`src/rtl/uart_icb_arbiter_pkg.sv`:
```
// rtl/uart_icb_arbiter_pkg.sv - shared state encoding and constants for the UART ICB arbiter
package uart_icb_arbiter_pkg;

  typedef enum logic [1:0] {
    ARB_IDLE = 2'd0,
    ARB_CMD  = 2'd1,
    ARB_WAIT = 2'd2,
    ARB_RESP = 2'd3
  } arb_state_t;

  // Read data returned to the requester when a transaction is aborted by the timer
  localparam logic [31:0] ARB_ERR_RDATA = 32'hDEAD_0BAD;

endpackage

```
`src/rtl/uart_rr_arb2.sv`:
```
// rtl/uart_rr_arb2.sv - combinational two-way round-robin picker
module uart_rr_arb2 (
  input  logic [1:0] req,
  input  logic       last,
  output logic [1:0] gnt
);

  always_comb begin
    gnt = 2'b00;
    case (req)
      2'b01:   gnt = 2'b01;
      2'b10:   gnt = 2'b10;
      // Contention goes to whoever did not win last time
      2'b11:   gnt = last ? 2'b01 : 2'b10;
      default: gnt = 2'b00;
    endcase
  end

endmodule

```
`src/rtl/uart_icb_arbiter.sv`:
```
// rtl/uart_icb_arbiter.sv - two-requester ICB arbiter with response replay and timeout abort
module uart_icb_arbiter
  import uart_icb_arbiter_pkg::*;
#(
  parameter int AW      = 32,
  parameter int DW      = 32,
  parameter int TIMEOUT = 16
) (
  input  logic          clk,
  input  logic          rst_n,
  input  logic [1:0]    m_icb_cmd_valid,
  output logic [1:0]    m_icb_cmd_ready,
  input  logic [2*AW-1:0] m_icb_cmd_addr,
  input  logic [1:0]    m_icb_cmd_read,
  input  logic [2*DW-1:0] m_icb_cmd_wdata,
  output logic [1:0]    m_icb_rsp_valid,
  input  logic [1:0]    m_icb_rsp_ready,
  output logic [DW-1:0] m_icb_rsp_rdata,
  output logic          o_icb_cmd_valid,
  input  logic          o_icb_cmd_ready,
  output logic [AW-1:0] o_icb_cmd_addr,
  output logic          o_icb_cmd_read,
  output logic [DW-1:0] o_icb_cmd_wdata,
  input  logic          o_icb_rsp_valid,
  output logic          o_icb_rsp_ready,
  input  logic [DW-1:0] o_icb_rsp_rdata,
  output logic          timeout_err,
  output logic          busy
);

  localparam int TW = $clog2(TIMEOUT);

  arb_state_t    state;
  logic [TW-1:0] timer;
  logic          last_grant;
  logic          grant;
  logic [1:0]    gnt;
  logic [DW-1:0] rdata_buf;
  logic          tmo_hit;

  uart_rr_arb2 u_pick (
    .req  (m_icb_cmd_valid),
    .last (last_grant),
    .gnt  (gnt)
  );

  assign tmo_hit = (timer == TW'(TIMEOUT - 1));

  always_ff @(posedge clk or negedge rst_n) begin
    if (!rst_n) begin
      state          <= ARB_IDLE;
      timer          <= '0;
      last_grant     <= 1'b1;
      grant          <= 1'b0;
      rdata_buf      <= '0;
      o_icb_cmd_addr <= '0;
      o_icb_cmd_read <= 1'b0;
      o_icb_cmd_wdata <= '0;
    end else begin
      case (state)
        ARB_IDLE: begin
          timer <= '0;
          if (gnt != 2'b00) begin
            grant           <= gnt[1];
            o_icb_cmd_addr  <= gnt[1] ? m_icb_cmd_addr[2*AW-1:AW]  : m_icb_cmd_addr[AW-1:0];
            o_icb_cmd_read  <= gnt[1] ? m_icb_cmd_read[1]          : m_icb_cmd_read[0];
            o_icb_cmd_wdata <= gnt[1] ? m_icb_cmd_wdata[2*DW-1:DW] : m_icb_cmd_wdata[DW-1:0];
            state           <= ARB_CMD;
          end
        end
        ARB_CMD: begin
          if (o_icb_cmd_ready) begin
            timer <= '0;
            state <= ARB_WAIT;
          end else if (tmo_hit) begin
            timer     <= '0;
            rdata_buf <= DW'(ARB_ERR_RDATA);
            state     <= ARB_RESP;
          end else begin
            timer <= timer + 1'b1;
          end
        end
        ARB_WAIT: begin
          // Writes capture too, so the replayed response always carries defined data
          if (o_icb_rsp_valid) begin
            timer     <= '0;
            rdata_buf <= o_icb_rsp_rdata;
            state     <= ARB_RESP;
          end else if (tmo_hit) begin
            timer     <= '0;
            rdata_buf <= DW'(ARB_ERR_RDATA);
            state     <= ARB_RESP;
          end else begin
            timer <= timer + 1'b1;
          end
        end
        ARB_RESP: begin
          timer <= '0;
          if (m_icb_rsp_ready[grant]) begin
            last_grant <= grant;
            state      <= ARB_IDLE;
          end
        end
        default: state <= ARB_IDLE;
      endcase
    end
  end

  assign m_icb_cmd_ready = (state == ARB_IDLE) ? gnt : 2'b00;
  assign m_icb_rsp_valid = (state == ARB_RESP) ? (grant ? 2'b10 : 2'b01) : 2'b00;
  assign m_icb_rsp_rdata = (state == ARB_RESP) ? rdata_buf : '0;
  assign o_icb_cmd_valid = (state == ARB_CMD);
  assign o_icb_rsp_ready = (state == ARB_WAIT);
  assign busy            = (state != ARB_IDLE);
  assign timeout_err     = tmo_hit && (((state == ARB_CMD) && !o_icb_cmd_ready) ||
                                       ((state == ARB_WAIT) && !o_icb_rsp_valid));

endmodule
```
`config.mk`:
```
export PLATFORM = sky130hd
export DESIGN_NAME = uart_icb_arbiter
export DESIGN_NICKNAME = d
export VERILOG_FILES = /design/src/rtl/uart_icb_arbiter_pkg.sv /design/src/rtl/uart_rr_arb2.sv /design/src/rtl/uart_icb_arbiter.sv
export SDC_FILE = /design/constraint.sdc
export NUM_CORES = 1
export LEC_CHECK = 0
export CORE_ASPECT_RATIO = 1.4
export CORE_UTILIZATION = 44
export CTS_BUF_LIST = sky130_fd_sc_hd__clkbuf_8
export CTS_CLUSTER_SIZE = 24
export DETAILED_ROUTE_END_ITERATION = 6
export GPL_TIMING_DRIVEN = 0
export PLACE_DENSITY = 0.89
export SLEW_MARGIN = 20
export SYNTH_ARGS = -nofsm -noshare
export SYNTH_HDL_FRONTEND = slang
export SYNTH_HIERARCHICAL = 1
export SYNTH_SLANG_ARGS = --single-unit
```
`constraint.sdc`:
```
create_clock -name clk -period 2.78 [get_ports clk]
set_input_delay 0.695 -clock clk [delete_from_list [all_inputs] [get_ports clk]]
set_output_delay 0.695 -clock clk [all_outputs]
set_load 0.005 [all_outputs]
```
==> out/results.ini <==
[critical_path]
endpoint = m_icb_rsp_rdata[20]
crit_type = flop to output port
worst_ep_arrival_time_ns = 1.99
crit_path_start = state[1]
cp-end-kind = output port
rr_endpoint = o_icb_cmd_addr[22]
r2r_cells = 7
r2r_start = last_grant
required_ns = 2.09
critPathMaxFanout = 10
r2r_slack_ns = 0.87
crit_path_start_kind = flop

[placed_design]
gp_congestion = 0.848
port_buffers = 274
dpl.hpwl_microns = 12300
dpl-instance-area_sq_um = 8130

[global_route]
overflow = 0
grt_max_degree = 58
grt_pass1_vias = 4792
antenna_found_initial = 0
grt_first_pass_wirelength_microns = 22900
grt.total_usage = 0.248

[clock_tree]
cts_hold_buffers = 0
root_buffer = clkbuf_8
numCtsBuffers = 9
clkLatencyLatePin_ns = 0.36
max-clock-path-buffers = 2
htree_levels = 3
cts_tree = yes
cts.sinks = 105
clk_pin_slew_worst_paths_ns = 0.09

[timing]
hold_viol_final = 0
max_freq_mhz = 373
setup_viol = 0
tightest_slew_ns = 0.478
rsz0062_at_grt = false
skew_ns = 0.0104
period_share = 0.965
period_needed_ns = 2.68
maxSlewHeadroom = 0.682
timing_max_transition_violations_final = 0

[logic_synthesis]
syn_area_per_cell_sq_um = 11.9
synth-warning-count = 6
netlist_area_sq_um = 5180
synth-seq-cells = 105
synth_top_cell_area_share = 0.503
syn-num-nets = 608
synth_area_leaders = dfrtp_1 50%, mux2_2 26%, nand2_1 4.9%, and3_1 4.1%, buf_6 2.4%
synth_top_area_cell = dfrtp_1
synth_cell_types = 34
syn_inst = 437
yosysSeqAreaShare = 0.508

[floorplan]
core_area_sq_um = 11400
chipWidth_microns = 93.7
start_util = 0.454
ios = 275
dieArea_sq_um = 12200
rows = 46
die_y_microns = 130

[power_and_ir_drop]
pwr_density_cell_nw_per_um2 = 865
p_leak_nw = 3.67
p_int_w = 0.00503
power.net_switching_w = 0.00224
pwr-share-comb = 0.507
sw_frac_of_total = 0.308
finalPower_w = 0.00727
peakVddDrop_v = 0.000469
pwr-share-seq = 0.368
p_clk_frac = 0.126

[route]
wirelength_microns = 15500
drc = 0
first_iter_violations = 104
drtPass1Iterations = 4
avgRoutedWirePerCell_microns = 17.7
ant_nets = 0
via_count = 4403
routed_via_density = 5.03

[worst_hold_path]
worst_hold_path_type = primary input to async pin

[layout]
final_common_cell = clkdlybuf4s50_1
antennaDiodeCount = 0
layout_common_cells = 268 x clkdlybuf4s50_1, 120 x mux2_2, 102 x dfrtp_1
syn_to_final_growth_pct = 62.3
fin_area_sq_um = 8400
drive_gt1_frac = 0.242
final_nets = 897

[flow_run]
cap_violations = 0

[status]
status = finished, final reports clean

==> registers in the layout, indices dropped and copies added (netlist names) <==
name	flops
o_icb_cmd_wdata	32
state	2
timer	4
o_icb_cmd_read	1
o_icb_cmd_addr	32
grant	1
rdata_buf	32
last_grant	1
==> cell type report <==
| cell class | count | area (sq um) |
|---|---|---|
| fillers | 794 | 2990 |
| flip-flops and latches | 105 | 2630 |
| repair buffers | 279 | 2810 |
| well taps | 144 | 180 |
| inverters | 4 | 15.0 |
| multi-input cells | 296 | 2340 |
| plain buffers | 31 | 236 |
| clock inverters | 6 | 52.6 |
| clock buffers | 10 | 138 |
==> worst max-delay path, cell delays in order (launching register included) <==
cell and delay [ns]:
dfrtp_2 0.44, clkbuf_4 0.23, clkbuf_2 0.21, and3_1 0.23, clkdlybuf4s50_1 0.51
==> cells by family (layout without fill, tap and decap cells) <==
kind of cell	after synthesis	in the layout	synth area share
compound gates	22	22	0.0259
xor+xnor	2	2	0.00338
fa+ha+maj	1	1	0.00242
buf+inv	36	330	0.0457
flops	105	105	0.508
mux	131	131	0.285
simple gates	140	140	0.130
==> cells in the mapped netlist, drive strengths merged <==
cell type / count
nor2: 5
buf: 22
o2bb2ai: 1
xnor2: 1
nand2b: 1
a21oi: 13
a22oi: 1
dfrtp: 104
xor2: 1
a21bo: 1
nor3b: 2
clkbuf: 10
and3: 34
inv: 4
o21ai: 2
nand3b: 1
nor2b: 3
o211a: 1
ha: 1
nand3: 21
dfstp: 1
and3b: 1
mux2: 131
nand2: 68
nor3: 3
a21boi: 2
a21o: 1
and2: 1
==> power groups by stage <==
| stage | combinational, W | sequential (W) | clock, W |
|---|---|---|---|
| after floorplan | 0.00158 | 0.00267 | 0 |
| after global placement | 0.00353 | 0.00264 | 0 |
| after detailed placement | 0.00364 | 0.00270 | 0 |
| after CTS | 0.00369 | 0.00268 | 0.000938 |
| after global routing | 0.00396 | 0.00275 | 0.000984 |
| final | 0.00368 | 0.00267 | 0.000914 |
==> through the flow <==
step | hold slack (ns) | setup slack, ns | std cells | setup TNS [ns] | utilization
6_report | 0.254 | 0.0974 | 875 | 0 | 0.737
5_1_grt | 0.283 | 0.0117 | 875 | 0 | 0.737
4_1_cts | 0.263 | -0.0577 | 874 | -0.202 | 0.735
3_5_place_dp | 0.476 | -0.975 | 856 | -27.47 | 0.713
3_3_place_gp | 0.454 | -2.82 | 855 | -318.00 | 0.711
2_1_floorplan | 0.399 | 0.575 | 437 | 0 | -
==> metal layers <==
| metal | track usage | share of wire | wire length (microns) |
|---|---|---|---|
| met1 | 0.225 | 0.33 | 5060 |
| met2 | 0.478 | 0.54 | 8320 |
| met3 | 0.0816 | 0.10 | 1560 |
| met4 | 0.131 | 0.033 | 515 |
| met5 | 0 | 0 | 0 |
==> timing repair <==
item,CTS,global route
pin swaps,3,1
gates resized for setup,19,11
endpoints found under the setup margin,82,15
setup buffers,3,1
==> worst min-delay path by stage <==
stage | slack [ns] | startpoint | to
floorplan | 0.40 | rst_n | grant
global placement | 0.45 | timer[0] | timer[0]
detailed placement | 0.48 | o_icb_cmd_addr[5] | o_icb_cmd_addr[5]
CTS | 0.26 | rst_n | rdata_buf[9]
global route | 0.28 | rst_n | rdata_buf[5]
finish | 0.25 | rst_n | rdata_buf[9]
Note: power is estimated with default switching activity, not from simulation.
